<file path="src/rtl/song_sequencer_if.sv">
// Note-player and song-ROM bus for song_sequencer.
// The master side belongs to the sequencer; the slave side is the player/ROM.
interface song_sequencer_if #(
  parameter int NOTE_W = 6,
  parameter int DUR_W  = 6,
  parameter int ADDR_W = 7
);
  logic [ADDR_W-1:0]       rom_addr;
  logic [NOTE_W+DUR_W-1:0] rom_data;
  logic [NOTE_W-1:0]       note;
  logic [DUR_W-1:0]        duration;
  logic                    new_note;
  logic                    note_done;

  modport master (
    output rom_addr, note, duration, new_note,
    input  rom_data, note_done
  );

  modport slave (
    input  rom_addr, note, duration, new_note,
    output rom_data, note_done
  );
endinterface

</file>
<file path="src/rtl/song_sequencer.sv">
// Steps through a song block in a synchronous ROM and hands note/duration
// pairs to the note player, with loop, skip, pause and song-change handling.
module song_sequencer #(
  parameter int NUM_SONGS = 4,
  parameter int SONG_LEN  = 32,
  parameter int NOTE_W    = 6,
  parameter int DUR_W     = 6,
  localparam int SONG_W   = (NUM_SONGS > 1) ? $clog2(NUM_SONGS) : 1,
  localparam int IDX_W    = $clog2(SONG_LEN),
  localparam int ADDR_W   = SONG_W + IDX_W
) (
  input  logic              clk,
  input  logic              reset,
  input  logic              play,
  input  logic              loop,
  input  logic              skip,
  input  logic [SONG_W-1:0] song,
  song_sequencer_if.master  bus,
  output logic              song_done,
  output logic [IDX_W-1:0]  note_index,
  output logic              busy
);

  typedef enum logic [2:0] {
    IDLE,
    FETCH,
    LOAD,
    HOLD,
    DONE
  } state_t;

  state_t              state, state_next;
  logic [IDX_W-1:0]    idx, idx_next;
  logic                end_pending, end_pending_next;
  logic [SONG_W-1:0]   song_q;
  logic                song_ok;
  logic                song_chg;
  logic                load_note;
  logic [NOTE_W-1:0]   rom_note;
  logic [DUR_W-1:0]    rom_dur;
  logic [NOTE_W-1:0]   note_r;
  logic [DUR_W-1:0]    duration_r;
  logic                new_note_r;

  // Out-of-range selects only exist when NUM_SONGS is not a power of two.
  if (NUM_SONGS == (1 << SONG_W)) begin : g_all_songs_valid
    assign song_ok = 1'b1;
  end else begin : g_song_range_check
    assign song_ok = (32'(song) < 32'(NUM_SONGS));
  end

  assign song_chg = song_ok && (song != song_q);
  assign rom_note = bus.rom_data[NOTE_W+DUR_W-1:DUR_W];
  assign rom_dur  = bus.rom_data[DUR_W-1:0];

  always_comb begin
    state_next       = state;
    idx_next         = idx;
    end_pending_next = end_pending;
    load_note        = 1'b0;

    if (song_chg) begin
      state_next       = IDLE;
      idx_next         = '0;
      end_pending_next = 1'b0;
    end else begin
      unique case (state)
        IDLE: begin
          if (play && (bus.note_done || skip)) begin
            state_next = FETCH;
          end
        end

        FETCH: begin
          if (play) begin
            state_next = LOAD;
          end
        end

        LOAD: begin
          if (play) begin
            if (rom_dur == '0) begin
              // A terminator at entry 0 is an empty song; looping it would spin forever.
              if (loop && (idx != '0)) begin
                idx_next   = '0;
                state_next = FETCH;
              end else begin
                state_next = DONE;
              end
            end else begin
              load_note  = 1'b1;
              state_next = HOLD;
              if (idx == IDX_W'(SONG_LEN - 1)) begin
                if (loop) begin
                  idx_next = '0;
                end else begin
                  end_pending_next = 1'b1;
                end
              end else begin
                idx_next = idx + IDX_W'(1);
              end
            end
          end
        end

        HOLD: begin
          if (end_pending) begin
            end_pending_next = 1'b0;
            state_next       = DONE;
          end else begin
            state_next = IDLE;
          end
        end

        DONE: begin
          state_next = DONE;
        end

        default: begin
          state_next = IDLE;
        end
      endcase
    end
  end

  always_ff @(posedge clk) begin
    if (reset) begin
      state       <= IDLE;
      idx         <= '0;
      end_pending <= 1'b0;
      song_q      <= song_ok ? song : '0;
      note_r      <= '0;
      duration_r  <= '0;
      new_note_r  <= 1'b0;
    end else begin
      state       <= state_next;
      idx         <= idx_next;
      end_pending <= end_pending_next;
      new_note_r  <= load_note;
      if (song_chg) begin
        song_q <= song;
      end
      if (load_note) begin
        note_r     <= rom_note;
        duration_r <= rom_dur;
      end
    end
  end

  assign bus.rom_addr = {song_q, idx};
  assign bus.note     = note_r;
  assign bus.duration = duration_r;
  assign bus.new_note = new_note_r;
  assign song_done    = (state == DONE);
  assign busy         = (state == FETCH) || (state == LOAD) || (state == HOLD);
  assign note_index   = idx;

endmodule

</file>
<file path="src/flat_wrapper.sv">
// flat-port wrapper written by rule: the top's interface ports become plain ports
module song_sequencer_flat 
#(
  parameter int NUM_SONGS = 4,
  parameter int SONG_LEN  = 32,
  parameter int NOTE_W    = 6,
  parameter int DUR_W     = 6,
  localparam int SONG_W   = (NUM_SONGS > 1) ? $clog2(NUM_SONGS) : 1,
  localparam int IDX_W    = $clog2(SONG_LEN),
  localparam int ADDR_W   = SONG_W + IDX_W
)
  (clk, reset, play, loop, skip, song, song_done, note_index, busy, bus_rom_addr, bus_note, bus_duration, bus_new_note, bus_rom_data, bus_note_done);
  song_sequencer_if #(.NOTE_W(NOTE_W), .DUR_W(DUR_W)) bus_i ();
  input  logic clk;
  input  logic reset;
  input  logic play;
  input  logic loop;
  input  logic skip;
  input  logic [SONG_W-1:0] song;
  output logic song_done;
  output logic [IDX_W-1:0] note_index;
  output logic busy;
  output wire logic [$bits(bus_i.rom_addr)-1:0] bus_rom_addr;
  output wire logic [$bits(bus_i.note)-1:0] bus_note;
  output wire logic [$bits(bus_i.duration)-1:0] bus_duration;
  output wire logic [$bits(bus_i.new_note)-1:0] bus_new_note;
  input wire logic [$bits(bus_i.rom_data)-1:0] bus_rom_data;
  input wire logic [$bits(bus_i.note_done)-1:0] bus_note_done;
  assign bus_rom_addr = bus_i.rom_addr;
  assign bus_note = bus_i.note;
  assign bus_duration = bus_i.duration;
  assign bus_new_note = bus_i.new_note;
  assign bus_i.rom_data = bus_rom_data;
  assign bus_i.note_done = bus_note_done;
  song_sequencer #(.NUM_SONGS(NUM_SONGS), .SONG_LEN(SONG_LEN), .NOTE_W(NOTE_W), .DUR_W(DUR_W)) u_core (.clk(clk), .reset(reset), .play(play), .loop(loop), .skip(skip), .song(song), .bus(bus_i), .song_done(song_done), .note_index(note_index), .busy(busy));
endmodule
</file>
<file path="config.mk">
export PLATFORM = sky130hd
export DESIGN_NAME = song_sequencer_flat
export DESIGN_NICKNAME = d
export VERILOG_FILES = /design/src/rtl/song_sequencer_if.sv /design/src/rtl/song_sequencer.sv /design/src/flat_wrapper.sv
export SDC_FILE = /design/constraint.sdc
export NUM_CORES = 1
export LEC_CHECK = 0
export BUFFER_PORTS_ARGS = -buffer_cell sky130_fd_sc_hd__buf_2
export CORE_UTILIZATION = 35
export CTS_BUF_LIST = sky130_fd_sc_hd__clkbuf_4 sky130_fd_sc_hd__clkbuf_8
export DETAILED_ROUTE_END_ITERATION = 10
export MAX_ROUTING_LAYER = met4
export PLACE_DENSITY = 0.58
export SYNTH_ARGS = -nofsm -noshare
export SYNTH_HDL_FRONTEND = slang
export SYNTH_SLANG_ARGS = --single-unit
</file>
<file path="constraint.sdc">
create_clock -name clk -period 2.9 [get_ports clk]
set_input_delay 0.435 -clock clk [delete_from_list [all_inputs] [get_ports clk]]
set_output_delay 0.435 -clock clk [all_outputs]
set_load 0.03 [all_outputs]
</file>
=== Word-level counts from Yosys, hierarchy flattened ===
Cells that the tools add are included.

* Add/subtract/negate cells: 1
* Equal/unequal tests: 14
* Multiplexer cells: 22
* Reduce and logical (&&, ||, !) cells: 14

{| class="wikitable"
|+ Operators with widths
! operator !! number
|-
| $mux W5 || 4
|-
| $mux W3 || 6
|-
| $pmux W3 S5 || 1
|-
| $ne A2 B2 Y1 const B || 5
|-
| $mux W1 || 8
|-
| $eq A3 B2 Y1 const B || 2
|-
| $logic_not A6 Y1 || 1
|-
| $add A5 B1 Y5 const B || 1
|-
| $eq A5 B5 Y1 const B || 1
|-
| $reduce_and A5 Y1 || 1
|-
| $reduce_bool A5 Y1 || 1
|-
| $mux W2 || 2
|-
| $ne A2 B1 Y1 const B || 2
|-
| $reduce_and A4 Y1 || 1
|-
| $reduce_bool A2 Y1 || 2
|-
| $eq A3 B1 Y1 const B || 1
|-
| $eq A3 B3 Y1 const B || 1
|-
| $logic_not A3 Y1 || 1
|-
| $logic_or A1 B1 Y1 || 3
|-
| $ne A3 B2 Y1 const B || 1
|-
| $reduce_and A3 Y1 || 1
|-
| $logic_and A1 B1 Y1 || 2
|-
| $ne A2 B2 Y1 || 1
|-
| $pmux W1 S2 || 1
|-
| $reduce_or A2 Y1 || 1
|}

* Flip-flop bits (word level): 24
* Output and inout bits: 27

=== Logic depth before layout (Yosys ltp) ===
Gate-level depths: netlist of run 1.

* Depth after elaboration: 6
* Gate-level depth with buffers: 7
* Depth with buffers taken out: 7

=== Worst setup path after synthesis of run 1 ===
Ideal clock, no wire load.

* Path type: reg2reg
* Start: register u_core.idx[0], in the netlist u_core.note_index[0]
* End: register u_core.idx[3], in the netlist u_core.note_index[3]
* Library setup time: 0.117 ns
* Arrival: 1.951 ns
* Data required time: 2.783 ns
* Setup slack: 0.833 ns
* Stages on the path, launching flop included: 8
* Cell sequence: dfxtp_1 > ha_1 > and3_1 > ha_1 > nor2b_1 > a211oi_1 > a21oi_4 > a22o_1

* Cells in the longest elaborated chain, start to end: 4
* Elaborated cells on any way between the ends: 9
* Classes of those cells: 1 x add/sub; 3 x eq/ne; 2 x mux; 3 x reduce/logical

{| class="wikitable"
|+ RTL lines
! item !! line !! RTL
|-
| start, declared || song_sequencer.sv:33 || <nowiki>logic [IDX_W-1:0] idx, idx_next;</nowiki>
|-
| start signal, assigned || song_sequencer.sv:137 || <nowiki>idx <= idx_next;</nowiki>
|-
| parallel branches: the longest is 4 deep, another holds $add A5 B1 Y5 || - ||
|}

Several ways; the timed one is not identified.
A chain may end at the register's enable or synchronous reset.

=== Worst setup path after layout of run 1 ===
Same ends and word-level chain as after synthesis.

==> load_flow_metrics.sql, run 1 <==
INSERT INTO impl_metrics (metric_group, metric, value, unit) VALUES
('clock_network', 'cts_tree', 'built', ''),
('power_and_ir_drop', 'power_density_cells', '387', 'mW/mm^2'),
('run', 'drv_cap', '0', ''),
('routing', 'detail_route.iter0.violations', '24', ''),
('routing', 'route.vias.total', '1030', ''),
('timing', 'finalSetupTns', '0', 'ns'),
('clock_network', 'htreeDepth', '1', ''),
('yosys', 'synth_mux_area_frac', '0.0894', ''),
('setup_path', 'worst_setup_path_end_kind', 'flop', ''),
('yosys', 'leading_cell_types_by_count_after_synthesis', 'sky130_fd_sc_hd__nand2b_1, sky130_fd_sc_hd__dfxtp_1, sky130_fd_sc_hd__mux2i_1', ''),
('worst_hold_path', 'hold_path.class', 'in -> reg', ''),
('setup_path', 'crit_fanout', '7', ''),
('timing', 'rsz0062_at_grt', 'no', ''),
('power_and_ir_drop', 'fin_total_pwr', '0.000585', 'W'),
('setup_path', 'setup.reg_to_reg.worst_slack', '0.73', 'ns'),
('clock_network', 'number_of_buffers_created_by_cts', '3', ''),
('yosys', 'number_of_synthesized_flops_with_an_enable_pin', '2', ''),
('grt', 'grt_start_max_net_pins', '24', ''),
('setup_path', 'worst_ep_required_time', '3.13', 'ns'),
('timing', 'fin_crit', '2.17', 'ns'),
('setup_path', 'reg2reg_depth', '7', ''),
('setup_path', 'critical_path_class', 'reg -> reg', ''),
('worst_hold_path', 'worstHoldEndpoint', 'u_core.song_q[0]', ''),
('yosys', 'synth.cell_area', '0.00124', 'sq mm'),
('setup_path', 'cell_mode_on_critical_path', 'sky130_fd_sc_hd__ha_1', ''),
('place', 'rd_place_congestion', '0.785', ''),
('floorplan', 'die-width', '61.6', 'microns'),
('clock_network', 'hold_buffers', '0', ''),
('yosys', 'synth_compound_gate_area_share', '0.126', ''),
('timing', 'final.setup_skew', '0.00983', 'ns'),
('grt', 'grt.total_usage', '0.153', ''),
('yosys', 'synth_simple_gate_area_share', '0.280', ''),
('setup_path', 'arrival', '2.40', 'ns'),
('floorplan', 'start_util', '0.370', ''),
('layout', 'antenna_cells_inserted', '0', ''),
('clock_network', 'cts.clk_slew.worst_paths', '0.14', 'ns'),
('yosys', 'sequential_fraction_of_the_synthesis_area', '0.402', ''),
('grt', 'grt_pass1_wl', '4150', 'microns'),
('layout', 'drive_gt1_frac', '0.349', ''),
('routing', 'route.detailed.drc', '0', ''),
('worst_hold_path', 'hold_depth', '1', ''),
('yosys', 'ys.flop_type', 'sky130_fd_sc_hd__dfxtp_1', ''),
('yosys', 'yosysMostFrequentCell', 'sky130_fd_sc_hd__nand2b_1', ''),
('floorplan', 'placement_rows', '21', ''),
('yosys', 'post_synth.cell_area_avg', '9.96', 'sq um'),
('routing', 'detail_route.vias_per_cell', '4.86', ''),
('timing', 'hold_violations', '0', ''),
('timing', 'timing.final.setup_violations', '0', ''),
('yosys', 'synth_cell_types', '41', ''),
('layout', 'design.final.nets', '190', ''),
('clock_network', 'cts.repair_timing.setup_buffer_count', '0', ''),
('floorplan', 'ioPinCount', '47', ''),
('grt', 'grt-ovfl-total', '0', ''),
('grt', 'first_global_vias', '903', ''),
('yosys', 'post_synth_main_area_contributors', 'sky130_fd_sc_hd__dfxtp_1, sky130_fd_sc_hd__nand2b_1, sky130_fd_sc_hd__mux2i_1, sky130_fd_sc_hd__edfxtp_1, sky130_fd_sc_hd__buf_4', ''),
('setup_path', 'r2r_start', 'u_core.note_index[0]', ''),
('yosys', 'synth_largest_area_cell', 'sky130_fd_sc_hd__dfxtp_1', ''),
('setup_path', 'reg2reg_to', 'u_core.note_index[3]', ''),
('worst_hold_path', 'hold_start', 'song[0]', ''),
('routing', 'detail-route-antenna-nets', '0', ''),
('setup_path', 'startpoint_type', 'flop', ''),
('timing', 'fmax', '0.461', 'GHz'),
('run_status', 'run_status', 'finished clean', ''),
('yosys', 'synth_async_sr_flop_share', '0', ''),
('routing', 'wire_per_inst', '12.7', 'microns'),
('timing', 'tightest_slew', '0.619', 'ns'),
('yosys', 'post_synth_fa_ha_maj_area_fraction', '0.0302', ''),
('timing', 'relSlewSlack', '0.587', ''),
('yosys', 'yosys_register_bits', '24', ''),
('clock_network', 'post_cts_resized', '0', ''),
('clock_network', 'tritoncts_num_sinks', '24', '');
## layer usage
metal | vias to the layer above | wire [microns] | global-route usage
met2 | 22 | 1330 | 0.253
met1 | 480 | 1220 | 0.188
li1 | 524 | - | -
met4 | 0 | 28 | 0.0476
met5 | - | 0 | -
met3 | 4 | 119 | 0.0252
## logic make-up after synthesis
group | after synthesis
DFF | 24
muxes | 11
buffers and inverters | 11
adders and majority gates | 3
and+or+nand+nor | 54
AOI/OAI and AO/OA | 19
xor gates and xnor gates | 3
## state kept, by name (all words and copies together), names as in the netlist
signal,count
u_core.bus.duration,6
u_core.bus.note,6
u_core.note_index,5
u_core.state,3
u_core.song_q,2
u_core.bus.new_note,1
u_core.end_pending,1
## worst max path at each step
stage / from / endpoint / slack, ns
global route: u_core.note_index[0] / u_core.note_index[0] / 0.60
global placement: u_core.note_index[0] / u_core.note_index[3] / 0.79
floorplan: u_core.note_index[0] / u_core.note_index[3] / 0.83
detailed placement: u_core.note_index[0] / u_core.note_index[0] / 0.78
finish: u_core.note_index[0] / u_core.note_index[3] / 0.73
CTS: u_core.note_index[0] / u_core.note_index[3] / 0.74
## report_power, final
part | leakage (nW) | internal (W) | switching, W
clock network | 0.0210 | 0.0000768 | 0.000106
registers | 0.198 | 0.000338 | 0.00000296
logic | 0.436 | 0.0000274 | 0.0000347
total | 0.655 | 0.000442 | 0.000143
## final cells by class
type | instances | area, sq um
clock buffer | 4 | 36.3
tap | 46 | 57.6
timing repair buffer | 46 | 230
fill | 374 | 1850
sequential | 24 | 500
multi-input combinational | 90 | 681
inverter | 2 | 7.51
## critical path: cells and delay by family, from the launching register on
kind | cells | cell delay, ns
AOI/OAI and AO/OA | 3 | 0.83
and+or+nand+nor | 2 | 0.36
DFF | 1 | 0.39
adders and majority gates | 2 | 0.48
## cells in the final DEF (no fill, tap or decap), types with 3 or more instances in the layout
cell / count
sky130_fd_sc_hd__buf_2: 46
sky130_fd_sc_hd__nand2b_1: 23
sky130_fd_sc_hd__dfxtp_1: 22
sky130_fd_sc_hd__mux2i_1: 10
sky130_fd_sc_hd__nor2_1: 8
sky130_fd_sc_hd__a21oi_1: 5
sky130_fd_sc_hd__nor3_1: 4
sky130_fd_sc_hd__nor2b_1: 3
sky130_fd_sc_hd__ha_1: 3
sky130_fd_sc_hd__clkbuf_4: 3
## per-stage QoR
stage,instance area [sq um],setup WS (ns),util,hold WS [ns]
6_report,1510,0.731,0.450,0.301
3_5_place_dp,1480,0.784,0.439,0.460
2_1_floorplan,1240,0.833,-,0.477
5_1_grt,1510,0.599,0.450,0.288
3_3_place_gp,1480,0.793,0.439,0.458
4_1_cts,1510,0.740,0.450,0.305
Note: power is estimated with default switching activity, not from simulation.
==> run 2, diff against run 1 <==
Settings changed: ABC_AREA from default to 1, PLACE_DENSITY 0.58 to 0.61.
Clock period 2.9 ns to 1.95 ns, I/O delays scaled along.
==> load_flow_metrics.sql, run 2 <==
INSERT INTO impl_metrics (metric_group, metric, value, unit) VALUES
('yosys', 'synth_top_family_by_area', 'simple AND/OR/NAND/NOR gates', ''),
('routing', 'detail_route.vias_per_cell', '4.55', ''),
('place', 'rd_place_congestion', '0.813', ''),
('timing', 'fmax', '0.586', 'GHz'),
('clock_network', 'hold_buffers', '0', ''),
('place', 'port-buffer-count', '46', ''),
('worst_hold_path', 'hold_path.class', 'in -> reg', ''),
('floorplan', 'coreArea', '0.00334', 'sq mm'),
('floorplan', 'die_h', '61.1', 'microns'),
('timing', 'timing.final.setup_violations', '0', ''),
('yosys', 'synth_largest_area_cell', 'sky130_fd_sc_hd__dfxtp_1', ''),
('layout', 'layout_common_cells', 'sky130_fd_sc_hd__buf_2, sky130_fd_sc_hd__nand2_1, sky130_fd_sc_hd__dfxtp_1', ''),
('yosys', 'synth_compound_gate_area_share', '0.106', ''),
('setup_path', 'critical_path_class', 'reg -> reg', ''),
('yosys', 'synth_mux_area_frac', '0', ''),
('power_and_ir_drop', 'fin_total_pwr', '0.000954', 'W'),
('floorplan', 'start_util', '0.366', ''),
('clock_network', 'insertion_delay', '0.33', 'ns'),
('layout', 'area_overhead_vs_synth', '24.1', '%'),
('setup_path', 'worst-path-stages', '10', ''),
('routing', 'route.detailed.drc', '0', ''),
('setup_path', 'reg2reg_to', 'u_core.note_index[0]', ''),
('floorplan', 'overall_die_area', '0.00373', 'sq mm'),
('timing', 'relSlewSlack', '0.768', ''),
('grt', 'first_global_vias', '950', ''),
('grt', 'grt_pass1_wl', '3870', 'microns'),
('clock_network', 'cts.root.buffer_cell', 'sky130_fd_sc_hd__clkbuf_4', ''),
('power_and_ir_drop', 'static-leakage-power', '0.708', 'nW'),
('yosys', 'number_of_synthesized_flops_with_an_enable_pin', '2', ''),
('routing', 'route.vias.total', '1142', ''),
('power_and_ir_drop', 'power_density_cells', '630', 'mW/mm^2'),
('timing', 'layout_worst_path_cycle_share', '0.875', ''),
('yosys', 'post_synth_fa_ha_maj_area_fraction', '0.0307', ''),
('run', 'drv_cap', '0', ''),
('layout', 'antenna_cells_inserted', '0', ''),
('worst_hold_path', 'hold_depth', '1', ''),
('floorplan', 'die-width', '61.1', 'microns'),
('yosys', 'ys.flop_type', 'sky130_fd_sc_hd__dfxtp_1', ''),
('clock_network', 'post_cts_resized', '0', ''),
('routing', 'detail_route.iter0.violations', '71', ''),
('place', 'dp.cells', '247', ''),
('setup_path', 'worstSetupEndpoint', 'u_core.note_index[0]', ''),
('clock_network', 'ctsLongestPathBuffers', '2', ''),
('clock_network', 'tritoncts_num_sinks', '24', ''),
('power_and_ir_drop', 'power.ir.vdd_worst', '0.000504', 'V'),
('grt', 'grt_start_max_net_pins', '15', ''),
('setup_path', 'reg2reg_depth', '10', ''),
('yosys', 'leading_cell_types_by_count_after_synthesis', 'sky130_fd_sc_hd__nand2_1, sky130_fd_sc_hd__dfxtp_1, sky130_fd_sc_hd__a21oi_1, sky130_fd_sc_hd__nor2_1, sky130_fd_sc_hd__nand3_1', ''),
('routing', 'wire_per_inst', '10.3', 'microns'),
('timing', 'tightest_slew', '0.344', 'ns'),
('yosys', 'yosysMostFrequentCell', 'sky130_fd_sc_hd__nand2_1', ''),
('yosys', 'synth_cell_types', '28', ''),
('yosys', 'synth_async_sr_flop_share', '0', ''),
('yosys', 'synth_simple_gate_area_share', '0.326', ''),
('floorplan', 'placement_rows', '21', ''),
('yosys', 'yosys.area_share.xor_xnor', '0.0287', ''),
('clock_network', 'cts.clk_slew.worst_paths', '0.13', 'ns'),
('run_status', 'run_status', 'finished clean', ''),
('yosys', 'post_synth.cell_area_avg', '7.58', 'sq um'),
('routing', 'detail-route-antenna-nets', '0', ''),
('setup_path', 'critical-path-top-delay-family', 'simple AND/OR/NAND/NOR gates', ''),
('yosys', 'post_synth_main_area_contributors', 'sky130_fd_sc_hd__dfxtp_1, sky130_fd_sc_hd__nand2_1, sky130_fd_sc_hd__a21oi_1, sky130_fd_sc_hd__nand3_1, sky130_fd_sc_hd__nor2_1', ''),
('setup_path', 'crit_fanout', '6', ''),
('setup_path', 'worstPathCellList', 'ha_1, nand2_1, nor2_1, ha_1, inv_1, nor2_1, nor2_4, nand2_2, nand2_1, a21oi_1', ''),
('clock_network', 'cts_tree', 'built', ''),
('routing', 'totalWireLength', '2580', 'microns'),
('timing', 'final.setup_skew', '0.0120', 'ns'),
('grt', 'grt.total_usage', '0.143', ''),
('routing', 'pre_repair_dr_iteration_count', '4', ''),
('clock_network', 'number_of_buffers_created_by_cts', '3', ''),
('setup_path', 'buffer_and_inverter_count_on_the_worst_path', '1', ''),
('yosys', 'yosys_register_bits', '24', ''),
('layout', 'final_common_cell', 'sky130_fd_sc_hd__buf_2', ''),
('timing', 'rsz0062_at_grt', 'no', ''),
('grt', 'antenna_found_initial', '0', ''),
('timing', 'slew_viol_final', '0', ''),
('timing', 'fin_crit', '1.71', 'ns'),
('grt', 'grt-ovfl-total', '0', ''),
('setup_path', 'r2r_start', 'u_core.note_index[1]', ''),
('yosys', 'yosysWarnings', '0', ''),
('yosys', 'synth.cell_area', '0.00122', 'sq mm'),
('setup_path', 'worst_ep_required_time', '2.21', 'ns'),
('yosys', 'mappedNetlistNets', '184', ''),
('setup_path', 'critical-path-max-stage-delay', '0.42', 'ns'),
('yosys', 'netlist.area_leader.share', '0.361', ''),
('setup_path', 'startpoint_type', 'flop', ''),
('yosys', 'synth_cells', '161', ''),
('setup_path', 'worst_setup_path_end_kind', 'flop', ''),
('timing', 'hold_violations', '0', ''),
('yosys', 'sequential_fraction_of_the_synthesis_area', '0.410', ''),
('place', 'dp.final_hpwl', '1950', 'microns'),
('setup_path', 'arrival', '1.96', 'ns'),
('clock_network', 'htreeDepth', '1', ''),
('place', 'pre_cts_slack', '0.279', 'ns'),
('setup_path', 'setup.reg_to_reg.worst_slack', '0.24', 'ns'),
('setup_path', 'worst_setup_path_startpoint', 'u_core.note_index[1]', ''),
('layout', 'post_layout_nonfiller_instances', '251', ''),
('timing', 'final.setup.worst_slack', '0.243', 'ns'),
('clock_network', 'cts.repair_timing.setup_buffer_count', '0', ''),
('layout', 'design.final.nets', '229', ''),
('layout', 'drive_gt1_frac', '0.312', ''),
('timing', 'finalSetupTns', '0', 'ns'),
('setup_path', 'crit_slowest_cell', 'sky130_fd_sc_hd__dfxtp_1', ''),
('floorplan', 'ioPinCount', '47', '');
-- run 2: changes by cell type in the layout (fill, tap and decap cells not counted), moves of 3 or more --
cell / change
sky130_fd_sc_hd__nand2_1: +37
sky130_fd_sc_hd__nand2b_1: -23
sky130_fd_sc_hd__nand3_1: +15
sky130_fd_sc_hd__a21oi_1: +13
sky130_fd_sc_hd__inv_1: +10
sky130_fd_sc_hd__mux2i_1: -10
sky130_fd_sc_hd__nor2_1: +10
sky130_fd_sc_hd__buf_4: +3
sky130_fd_sc_hd__nor2b_1: -3
sky130_fd_sc_hd__nor3_1: -3
-- run 2: metrics by stage --
| stage | instance area [sq um] | hold WS (ns) | util |
|---|---|---|---|
| floorplan | 1220 | 0.362 | - |
| global placement | 1460 | 0.449 | 0.438 |
| detailed placement | 1460 | 0.453 | 0.438 |
| CTS | 1520 | 0.168 | 0.454 |
| global route | 1520 | 0.160 | 0.454 |
| finish | 1520 | 0.168 | 0.454 |
-- run 2: metal layers --
metal  global-route usage  vias up  wire length (microns)
met5                    -        -                      0
met4               0.0390        0                     32
met3               0.0399        4                    159
met2                0.238       34                   1150
met1                0.170      499                   1240
li1                     -      605                      -
-- run 2: cell type report --
type,instances,area (sq um)
flip-flops and latches,24,500
multi-input cells,114,599
clock buffers,3,22.5
fillers,371,1820
repair buffers,49,253
clock inverters,1,30.0
inverters,14,52.6
well taps,46,57.6
-- run 2: how the worst min path moves through the flow --
stage / from / slack (ns) / end
after floorplan: reset / 0.36 / u_core.bus.note[2]
after global placement: u_core.bus.duration[1] / 0.45 / u_core.bus.duration[1]
after detailed placement: u_core.end_pending / 0.45 / u_core.end_pending
after CTS: song[0] / 0.17 / u_core.song_q[0]
after global routing: song[0] / 0.16 / u_core.song_q[0]
final: song[0] / 0.17 / u_core.song_q[0]
-- run 2: where the power goes --
group	leakage (nW)	total [W]	switching [W]	internal, W
clock	0.0279	0.000367	0.000159	0.000208
combinational	0.482	0.0000803	0.0000508	0.0000296
sequential	0.198	0.000507	0.00000420	0.000503
total	0.708	0.000954	0.000214	0.000740
-- run 2: worst register-to-register path, cell delays in order (launching register included) --
cell and delay, ns:
sky130_fd_sc_hd__dfxtp_1 0.42, sky130_fd_sc_hd__ha_1 0.20, sky130_fd_sc_hd__nand2_1 0.06, sky130_fd_sc_hd__nor2_1 0.09, sky130_fd_sc_hd__ha_1 0.20, sky130_fd_sc_hd__inv_1 0.06, sky130_fd_sc_hd__nor2_1 0.21, sky130_fd_sc_hd__nor2_4 0.09
sky130_fd_sc_hd__nand2_2 0.12, sky130_fd_sc_hd__nand2_1 0.06, sky130_fd_sc_hd__a21oi_1 0.13
-- run 2: cells by family after synthesis --
kind of cell / count (synthesis)
simple gates: 83
compound gates: 24
flops: 24
buf+inv: 23
xor+xnor: 4
fa+ha+maj: 3
